--- src/rtl/cpu_control_unit.sv ---
// Moore sequencer for dataPath: fetch T0-T3, opcode-dependent execute E0-E5, HLT.
// Define CU_ILLEGAL_TRAP_EN to trap undefined opcodes into HLT with a sticky illegal flag.
module cpu_control_unit #(
  parameter logic [3:0] ADD_OP = 4'd0,
  parameter logic [3:0] SUB_OP = 4'd1,
  parameter logic [3:0] SHR_OP = 4'd2,
  parameter logic [3:0] SHL_OP = 4'd3,
  parameter logic [3:0] ROR_OP = 4'd4,
  parameter logic [3:0] ROL_OP = 4'd5,
  parameter logic [3:0] AND_OP = 4'd6,
  parameter logic [3:0] OR_OP  = 4'd7
) (
  input  logic        clk,
  input  logic        reset,
  input  logic [31:0] IRval,
  output logic        PCout,
  output logic        Zlowout,
  output logic        MDRout,
  output logic        HIout,
  output logic        LOout,
  output logic        InPortout,
  output logic        Cout,
  output logic        BAout,
  output logic        MARin,
  output logic        MDRin,
  output logic        PCin,
  output logic        IRin,
  output logic        Yin,
  output logic        Zin,
  output logic        Zlowin,
  output logic        OutPortin,
  output logic        HIin,
  output logic        LOin,
  output logic        Zhighin,
  output logic        Zhighout,
  output logic        InPortin,
  output logic        Rin,
  output logic        Rout,
  output logic        GRA,
  output logic        GRB,
  output logic        GRC,
  output logic        IncPc,
  output logic        read,
  output logic        write,
  output logic [1:0]  mdr_read,
  output logic [3:0]  control,
  output logic        run,
`ifdef CU_ILLEGAL_TRAP_EN
  output logic        illegal,
`endif
  output logic [3:0]  dbg_state
);

  typedef enum logic [3:0] {
    S_RST = 4'd0, S_T0 = 4'd1, S_T1 = 4'd2, S_T2 = 4'd3, S_T3 = 4'd4,
    S_E0  = 4'd5, S_E1 = 4'd6, S_E2 = 4'd7, S_E3 = 4'd8, S_E4 = 4'd9,
    S_E5  = 4'd10, S_HLT = 4'd11
  } state_t;

  localparam logic [4:0] OP_LD   = 5'b00000, OP_LDI  = 5'b00001, OP_ST   = 5'b00010;
  localparam logic [4:0] OP_ADD  = 5'b00011, OP_SUB  = 5'b00100, OP_SHR  = 5'b00101;
  localparam logic [4:0] OP_SHL  = 5'b00110, OP_ROR  = 5'b00111, OP_ROL  = 5'b01000;
  localparam logic [4:0] OP_AND  = 5'b01001, OP_OR   = 5'b01010, OP_ADDI = 5'b01011;
  localparam logic [4:0] OP_ANDI = 5'b01100, OP_ORI  = 5'b01101, OP_JR   = 5'b10011;
  localparam logic [4:0] OP_IN   = 5'b10101, OP_OUT  = 5'b10110, OP_MFHI = 5'b10111;
  localparam logic [4:0] OP_MFLO = 5'b11000, OP_NOP  = 5'b11001, OP_HALT = 5'b11010;

  state_t     state_q;
  logic [4:0] opcode;
  logic [2:0] seq_len;
  logic       is_rr, is_imm, is_mem, is_halt, is_legal;
  logic [3:0] alu_ctl;
  logic       unused_ir;

  assign opcode    = IRval[31:27];
  assign unused_ir = ^IRval[26:0];
  assign dbg_state = state_q;

  // seq_len is the number of execute steps; 0 means straight back to fetch.
  always_comb begin
    seq_len  = 3'd0;
    is_rr    = 1'b0;
    is_imm   = 1'b0;
    is_mem   = 1'b0;
    is_halt  = 1'b0;
    is_legal = 1'b1;
    alu_ctl  = ADD_OP;
    case (opcode)
      OP_LD:   begin seq_len = 3'd6; is_mem = 1'b1; end
      OP_LDI:  begin seq_len = 3'd3; is_mem = 1'b1; end
      OP_ST:   begin seq_len = 3'd5; is_mem = 1'b1; end
      OP_ADD:  begin seq_len = 3'd3; is_rr = 1'b1; alu_ctl = ADD_OP; end
      OP_SUB:  begin seq_len = 3'd3; is_rr = 1'b1; alu_ctl = SUB_OP; end
      OP_SHR:  begin seq_len = 3'd3; is_rr = 1'b1; alu_ctl = SHR_OP; end
      OP_SHL:  begin seq_len = 3'd3; is_rr = 1'b1; alu_ctl = SHL_OP; end
      OP_ROR:  begin seq_len = 3'd3; is_rr = 1'b1; alu_ctl = ROR_OP; end
      OP_ROL:  begin seq_len = 3'd3; is_rr = 1'b1; alu_ctl = ROL_OP; end
      OP_AND:  begin seq_len = 3'd3; is_rr = 1'b1; alu_ctl = AND_OP; end
      OP_OR:   begin seq_len = 3'd3; is_rr = 1'b1; alu_ctl = OR_OP; end
      OP_ADDI: begin seq_len = 3'd3; is_imm = 1'b1; alu_ctl = ADD_OP; end
      OP_ANDI: begin seq_len = 3'd3; is_imm = 1'b1; alu_ctl = AND_OP; end
      OP_ORI:  begin seq_len = 3'd3; is_imm = 1'b1; alu_ctl = OR_OP; end
      OP_JR, OP_IN, OP_OUT, OP_MFHI, OP_MFLO: seq_len = 3'd1;
      OP_NOP:  seq_len = 3'd0;
      OP_HALT: is_halt = 1'b1;
      default: is_legal = 1'b0;
    endcase
  end

`ifdef CU_ILLEGAL_TRAP_EN
  logic illegal_q;
  assign illegal = illegal_q;
`endif

  always_ff @(posedge clk or negedge reset) begin
    if (!reset) begin
      state_q <= S_RST;
`ifdef CU_ILLEGAL_TRAP_EN
      illegal_q <= 1'b0;
`endif
    end else begin
      case (state_q)
        S_RST: state_q <= S_T0;
        S_T0:  state_q <= S_T1;
        S_T1:  state_q <= S_T2;
        S_T2:  state_q <= S_T3;
        S_T3: begin
          if (is_halt) begin
            state_q <= S_HLT;
          end else if (!is_legal) begin
`ifdef CU_ILLEGAL_TRAP_EN
            state_q   <= S_HLT;
            illegal_q <= 1'b1;
`else
            state_q <= S_T0;
`endif
          end else if (seq_len == 3'd0) begin
            state_q <= S_T0;
          end else begin
            state_q <= S_E0;
          end
        end
        S_E0:  state_q <= (seq_len > 3'd1) ? S_E1 : S_T0;
        S_E1:  state_q <= (seq_len > 3'd2) ? S_E2 : S_T0;
        S_E2:  state_q <= (seq_len > 3'd3) ? S_E3 : S_T0;
        S_E3:  state_q <= (seq_len > 3'd4) ? S_E4 : S_T0;
        S_E4:  state_q <= (seq_len > 3'd5) ? S_E5 : S_T0;
        S_E5:  state_q <= S_T0;
        S_HLT: state_q <= S_HLT;
        default: state_q <= S_RST;
      endcase
    end
  end

  assign HIin     = 1'b0;
  assign LOin     = 1'b0;
  assign Zhighin  = 1'b0;
  assign Zhighout = 1'b0;
  assign InPortin = 1'b0;

  always_comb begin
    PCout = 1'b0; Zlowout = 1'b0; MDRout = 1'b0; HIout = 1'b0;
    LOout = 1'b0; InPortout = 1'b0; Cout = 1'b0; BAout = 1'b0;
    MARin = 1'b0; MDRin = 1'b0; PCin = 1'b0; IRin = 1'b0;
    Yin = 1'b0; Zin = 1'b0; Zlowin = 1'b0; OutPortin = 1'b0;
    Rin = 1'b0; Rout = 1'b0; GRA = 1'b0; GRB = 1'b0; GRC = 1'b0;
    IncPc = 1'b0; read = 1'b0; write = 1'b0;
    mdr_read = 2'b00;
    control  = ADD_OP;
    run      = (state_q != S_RST) && (state_q != S_HLT);
    case (state_q)
      S_RST: control = 4'd0;
      S_T0: begin PCout = 1'b1; MARin = 1'b1; IncPc = 1'b1; Zin = 1'b1; Zlowin = 1'b1; end
      S_T1: begin Zlowout = 1'b1; PCin = 1'b1; read = 1'b1; end
      S_T2: begin read = 1'b1; mdr_read = 2'b01; MDRin = 1'b1; end
      S_T3: begin MDRout = 1'b1; IRin = 1'b1; end
      S_E0: begin
        if (is_rr || is_imm) begin
          GRB = 1'b1; Rout = 1'b1; Yin = 1'b1;
        end else if (is_mem) begin
          // BAout makes R0 contribute 0 to the effective address.
          GRB = 1'b1; BAout = 1'b1; Yin = 1'b1;
        end else begin
          case (opcode)
            OP_JR:   begin GRA = 1'b1; Rout = 1'b1; PCin = 1'b1; end
            OP_IN:   begin InPortout = 1'b1; GRA = 1'b1; Rin = 1'b1; end
            OP_OUT:  begin GRA = 1'b1; Rout = 1'b1; OutPortin = 1'b1; end
            OP_MFHI: begin HIout = 1'b1; GRA = 1'b1; Rin = 1'b1; end
            OP_MFLO: begin LOout = 1'b1; GRA = 1'b1; Rin = 1'b1; end
            default: ;
          endcase
        end
      end
      S_E1: begin
        if (is_rr) begin
          GRC = 1'b1; Rout = 1'b1; Zin = 1'b1; Zlowin = 1'b1; control = alu_ctl;
        end else if (is_imm) begin
          Cout = 1'b1; Zin = 1'b1; Zlowin = 1'b1; control = alu_ctl;
        end else if (is_mem) begin
          Cout = 1'b1; Zin = 1'b1; Zlowin = 1'b1;
        end
      end
      S_E2: begin
        if (opcode == OP_LD || opcode == OP_ST) begin
          Zlowout = 1'b1; MARin = 1'b1;
        end else if (is_rr || is_imm || opcode == OP_LDI) begin
          Zlowout = 1'b1; GRA = 1'b1; Rin = 1'b1;
        end
      end
      S_E3: begin
        if (opcode == OP_LD) begin
          read = 1'b1;
        end else if (opcode == OP_ST) begin
          GRA = 1'b1; Rout = 1'b1; MDRin = 1'b1;
        end
      end
      S_E4: begin
        if (opcode == OP_LD) begin
          read = 1'b1; mdr_read = 2'b01; MDRin = 1'b1;
        end else if (opcode == OP_ST) begin
          write = 1'b1;
        end
      end
      S_E5: begin
        if (opcode == OP_LD) begin
          MDRout = 1'b1; GRA = 1'b1; Rin = 1'b1;
        end
      end
      default: ;
    endcase
  end

endmodule

--- config.mk ---
export PLATFORM = sky130hd
export DESIGN_NAME = cpu_control_unit
export DESIGN_NICKNAME = d
export VERILOG_FILES = /design/src/rtl/cpu_control_unit.sv
export SDC_FILE = /design/constraint.sdc
export NUM_CORES = 1
export LEC_CHECK = 0
export ABC_AREA = 1
export CAP_MARGIN = 20
export CORE_MARGIN = 2
export CORE_UTILIZATION = 25
export CTS_CLUSTER_DIAMETER = 120
export CTS_CLUSTER_SIZE = 16
export DETAILED_ROUTE_END_ITERATION = 16
export GPL_TIMING_DRIVEN = 0
export PLACE_DENSITY = 0.67
export SETUP_SLACK_MARGIN = 0.3
export SLEW_MARGIN = 20
export SYNTH_ARGS = -nofsm -noshare
export SYNTH_HDL_FRONTEND = slang
export SYNTH_SLANG_ARGS = --single-unit
--- constraint.sdc ---
create_clock -name clk -period 2.3 [get_ports clk]
set_input_delay 0.46 -clock clk [delete_from_list [all_inputs] [get_ports clk]]
set_output_delay 0.46 -clock clk [all_outputs]
set_load 0.005 [all_outputs]
Yosys cells after proc, flatten, opt, wreduce, memory -nomap -nowiden

Cells that the tools add are included.

Register bits: 4
Input bits: 34
Output and inout bits: 40
Word-level logic and storage cells: 139

Magnitude comparators: 5
Equality and inequality tests: 32
Muxes and demuxes: 80
Reduce and logical (&&, ||, !) cells: 21

Operator list:

| operator           | count |
|---|---|
| $mux 1             | 55 |
| $pmux 4 s11        | 1 |
| $eq 5x5->1 const B | 7 |
| $eq 5x4->1 const B | 6 |
| $mux 4             | 7 |
| $pmux 3 s7         | 1 |
| $reduce_or 21->1   | 1 |
| $eq 5x3->1 const B | 4 |
| $eq 4x3->1 const B | 4 |
| $eq 4x4->1 const B | 4 |
| $pmux 1 s2         | 7 |
| $mux 3             | 4 |
| $pmux 3 s4         | 1 |
| $reduce_or 12->1   | 1 |
| $reduce_or 2->1    | 6 |
| $eq 5x2->1 const B | 2 |
| $pmux 1 s3         | 3 |
| $reduce_or 3->1    | 3 |
| $eq 4x2->1 const B | 2 |
| $reduce_or 8->1    | 1 |
| $gt 3x2->1 const B | 2 |
| $gt 3x3->1 const B | 2 |
| $eq 5x1->1 const B | 1 |
| $logic_not 5->1    | 1 |
| other kinds (10)   | 12 |

Depth between registers and ports, before layout

Gate-level depths: netlist (run 1).

Depth after elaboration: 8
Mapped depth: 9

Worst setup path before layout (run 1)

No wires, ideal clock.

Path kind: register -> output
From: reg state_q[3], in the netlist dbg_state[3]
To: out Zlowin
Arrival: 1.323 ns
Data required time: 1.840 ns
Setup slack: 0.517 ns
Stages on the path, launching flop included: 6
Path through: dfrtp_1 or2_4 nor2_2 inv_1 o21ai_0 buf_4

Word-level cells in the longest chain between the ends: 2

RTL lines:

| what                                     | RTL line | source |
|---|---|---|
| from (decl)                              | 68       | `state_t state_q;` |
| from (signal assigned)                   | 143      | `S_E0: state_q <= (seq_len > 3'd1) ? S_E1 : S_T0;` |
| from (signal assigned)                   | 144      | `S_E1: state_q <= (seq_len > 3'd2) ? S_E2 : S_T0;` |
| from (signal assigned)                   | 145      | `S_E2: state_q <= (seq_len > 3'd3) ? S_E3 : S_T0;` |
| $eq 4x3->1 or $eq 4x1->1 (tied branches) | n/a      |  |
| $pmux 1 s2 *                             | n/a      |  |
| to (decl)                                | 30       | `output logic Zlowin,` |

Mark *: on every way between the ends. The rest lies on a longest branch, timed or not.

Worst setup path after layout (run 1)

From: reg state_q[0], in the netlist dbg_state[0]
To: out GRA

Word-level cells in the longest chain between the ends: 2

RTL lines:

| what                                     | RTL line | source |
|---|---|---|
| $eq 4x4->1 or $eq 4x3->1 (tied branches) | 171      | `case (state_q)` |
| $pmux 1 s4 *                             | 171      |  |
| to (decl)                                | 39       | `output logic GRA,` |

Marked as above.

==> impl_metrics.json, run 1 <==
{
  "status": "finished clean",
  "synth.area.top_cells": "nand2_1, nor2_1, dfrtp_1, inv_1, buf_4",
  "synthesis.yosys.warnings": 0,
  "critPathArrivalTime_ns": 1.67,
  "timing_max_transition_violations_final": 0,
  "power_leakage_nw": 0.972,
  "netlist_top_cells_count": "nand2_1, nor2_1, inv_1",
  "synth.yosys.seq_area_share": 0.119,
  "netlist_instances": 162,
  "floorplan.rows": 21,
  "drive_above_1_share": 0.544,
  "clk_root_buffer_cell": "clkbuf_4",
  "crit_path_end_kind": "output pin",
  "drt-pass1-iter-count": 4,
  "path_delay_family": "simple AND/OR/NAND/NOR gates",
  "synth_cell_type_count": 25,
  "cts_tree": "done",
  "path_max_fanout": 3,
  "worst_ir_drop_vdd_mv": 0.241,
  "synth_area_per_cell_um2": 5.19,
  "insertedDiodeCount": 0,
  "largest_register_ffs": 4,
  "fin_nets": 277,
  "worst_ep_required_time_ns": 1.84,
  "grt_pass1_vias": 1224,
  "hold_violations": 0,
  "fin_crit_ns": 2.13,
  "post-route-period-util": 0.926,
  "worstSkewPairLatency_ns": 0.25,
  "classification_of_the_worst_slack_hold_path": "input port to async pin",
  "yosysTopAreaCell": "nand2_1",
  "asyncSetResetFlopFracSynth": 1.00,
  "detailed_place_hpwl_um": 2160,
  "multi_input_area_um2": 803,
  "die_x_um": 62.0,
  "crit_chain": "inv_1 > or2_4 > nor2_4 > buf_6 > buf_6 > o21ai_0 > nand4_1 > clkbuf_2",
  "postSynthRegisterBits": 4,
  "boundaryPins": 74,
  "critical_path.reg2reg.startpoint": "dbg_state[0]$_DFF_PN0_",
  "design.die.area_mm2": 0.00384,
  "worstRegToRegCells": 11,
  "design_area_mm2": 0.00175,
  "antenna_found_initial": 0,
  "cts_hold_buffers": 0,
  "cts-buffers-inserted": 3,
  "num_vias": 1358,
  "areaGrowthSynthToFinish_pct": 108,
  "worst_setup_slack_for_register_to_register_paths_ns": 0.40,
  "most_common_cell_in_the_synthesized_netlist": "nand2_1",
  "dominantRegCellSynth": "dfrtp_1",
  "number_of_synthesized_flops_with_an_enable_pin": 0,
  "grt_max_degree": 8,
  "grt_util_met3": 0.0269,
  "path_buf_inv": 4,
  "grt_util_met2": 0.335,
  "critPathLaunchType": "flop",
  "path_clk_slew_ns": 0.04,
  "fill_cells": 317,
  "max_stage_delay_ns": 0.36,
  "grt_setup_unrepaired": "yes",
  "cts_sinks": 4,
  "power-per-cell-area_mw_per_mm2": 705,
  "starting_density_of_the_core": 0.256,
  "path_common_cell": "buf_6",
  "critical_path_s_slowest_cell": "dfrtp_1",
  "regArea_um2": 103,
  "grt_overflow": 0,
  "route.detailed.vias_per_inst": 4.73,
  "max_cap_violations": 0,
  "grt_pass1_wl_um": 5310,
  "finClkSkew_ns": 0.00991,
  "ant_nets": 0,
  "detailed_place.area_mm2": 0.00131,
  "globalplace.congestion": 0.864,
  "core_mm2": 0.00328,
  "worst_r2r_endpoint": "dbg_state[2]$_DFF_PN0_",
  "die_height_um": 62.0,
  "critical_path_class": "flop to output pin",
  "area_share_of_the_largest_cell_type_after_synthesis": 0.183,
  "setup-violations-final": 0,
  "post_drt_wl_per_cell_um": 13.5,
  "drt-total-wl_um": 3860,
  "groute.layer.met1.usage": 0.215,
  "max_freq_mhz": 469,
  "numPortBuffers": 39,
  "post_synth_instance_area_um2": 841,
  "htree_num_levels": 1,
  "global_route.peak_usage_layer": "met2",
  "worst_path_setup_slack_after_routing_ns": 0.170,
  "preCtsSetupSlack_ns": -0.552,
  "global_route.usage.total": 0.187,
  "first_iter_violations": 69,
  "drcViolationCount": 0,
  "maximum_buffer_depth_of_the_clock_tree": 2
}
-- where the power goes --
part	internal [mW]	leakage [nW]	switching, mW
Sequential	0.0985	0.0480	0.0294
Clock	0.0587	0.0138	0.0342
Combinational	0.527	0.911	0.488
-- cells by family after synthesis --
group / Yosys count / synth area share
flip-flops: 4 / 0.119
AO/OA/AOI/OAI: 16 / 0.124
buffers and inverters: 37 / 0.211
AND/OR/NAND/NOR: 104 / 0.542
other: 1 / 0.00446
-- placed cells by master, fill, tap and decap left out --
master / synthesis / final
buf_2: 1 / 11
buf_6: 0 / 15
clkdlybuf4s50_1: 0 / 5
a21oi_2: 0 / 1
nand4_1: 6 / 6
o2111ai_1: 1 / 1
a31oi_4: 0 / 1
or2_4: 1 / 2
buf_4: 10 / 32
or2_1: 2 / 1
nand2_2: 1 / 10
nand2_4: 0 / 7
nand3_1: 12 / 10
buf_12: 0 / 1
o21ai_1: 0 / 2
dfrtp_2: 0 / 2
nor2_4: 1 / 14
inv_4: 0 / 1
and2_1: 1 / 1
o31ai_1: 1 / 1
nand3_2: 0 / 2
a22oi_2: 0 / 1
o22ai_2: 1 / 1
a21oi_1: 3 / 2
inv_1: 24 / 13
conb_1: 1 / 7
o21ai_0: 6 / 3
dlymetal6s2s_1: 0 / 2
clkbuf_2: 0 / 7
clkdlybuf4s15_1: 0 / 2
a32oi_1: 1 / 1
o21a_1: 1 / 1
nor2_2: 5 / 7
inv_2: 2 / 12
dfrtp_1: 4 / 2
nor2_1: 34 / 19
nand2_1: 41 / 25
clkbuf_4: 0 / 3
dlygate4sd2_1: 0 / 6
o21ai_2: 0 / 1
-- stage by stage --
| stage | TNS [ns] | power, mW | hold slack, ns | cells | utilization |
|---|---|---|---|---|---|
| after floorplan | 0 | 0.463 | 0.164 | 168 | - |
| after global placement | -8.98 | 0.820 | 0.569 | 253 | 0.399 |
| after detailed placement | -9.19 | 0.822 | 0.585 | 253 | 0.399 |
| after CTS | 0 | 1.07 | 0.415 | 276 | 0.485 |
| after global routing | 0 | 1.32 | 0.429 | 287 | 0.534 |
| final | 0 | 1.24 | 0.405 | 287 | 0.534 |
-- how the worst max path moves through the flow --
stage / startpoint / to / slack (ns) / cells after the start
2_1_floorplan: dbg_state[3]$_DFF_PN0_ / Zlowin / 0.52 / 5
3_3_place_gp: IRval[29] / GRA / -0.54 / 9
3_5_place_dp: IRval[29] / GRA / -0.55 / 9
6_report: dbg_state[0]$_DFF_PN0_ / GRA / 0.17 / 8
5_1_grt: dbg_state[0]$_DFF_PN0_ / InPortout / 0.11 / 9
4_1_cts: dbg_state[2]$_DFF_PN0_ / MDRout / 0.09 / 6
-- what timing repair did --
item / CTS / global route
pin swaps: 15 / 18
resized for setup: 127 / 74
buffers inserted: 19 / 11
cloned: 1 / 0
endpoints found under the setup margin: 29 / 24
-- per-layer routing --
| layer | vias up | wire length [um] |
|---|---|---|
| li1 | 655 | - |
| met1 | 617 | 1380 |
| met2 | 74 | 2050 |
| met3 | 12 | 307 |
| met4 | 0 | 128 |
| met5 | - | 0 |
-- layout make-up --
class / instances / share of cell area
timing repair buffer: 70 / 0.331
multi-input combinational: 127 / 0.458
sequential: 4 / 0.0585
tap: 46 / 0.0328
inverter: 26 / 0.0571
buffer: 11 / 0.0493
clock buffer: 3 / 0.0128
Note: power is estimated with default switching activity, not from simulation.
==> run 2, diff against run 1 <==
--- a/config.mk
+++ b/config.mk
@@ -12,6 +12,7 @@
 export CTS_CLUSTER_DIAMETER = 120
 export CTS_CLUSTER_SIZE = 16
 export DETAILED_ROUTE_END_ITERATION = 16
+export GPL_ROUTABILITY_DRIVEN = 0
 export GPL_TIMING_DRIVEN = 0
 export PLACE_DENSITY = 0.67
 export SETUP_SLACK_MARGIN = 0.3
==> results of run 2 <==
Final layout, timing and power as in run 1 (identical DEF).
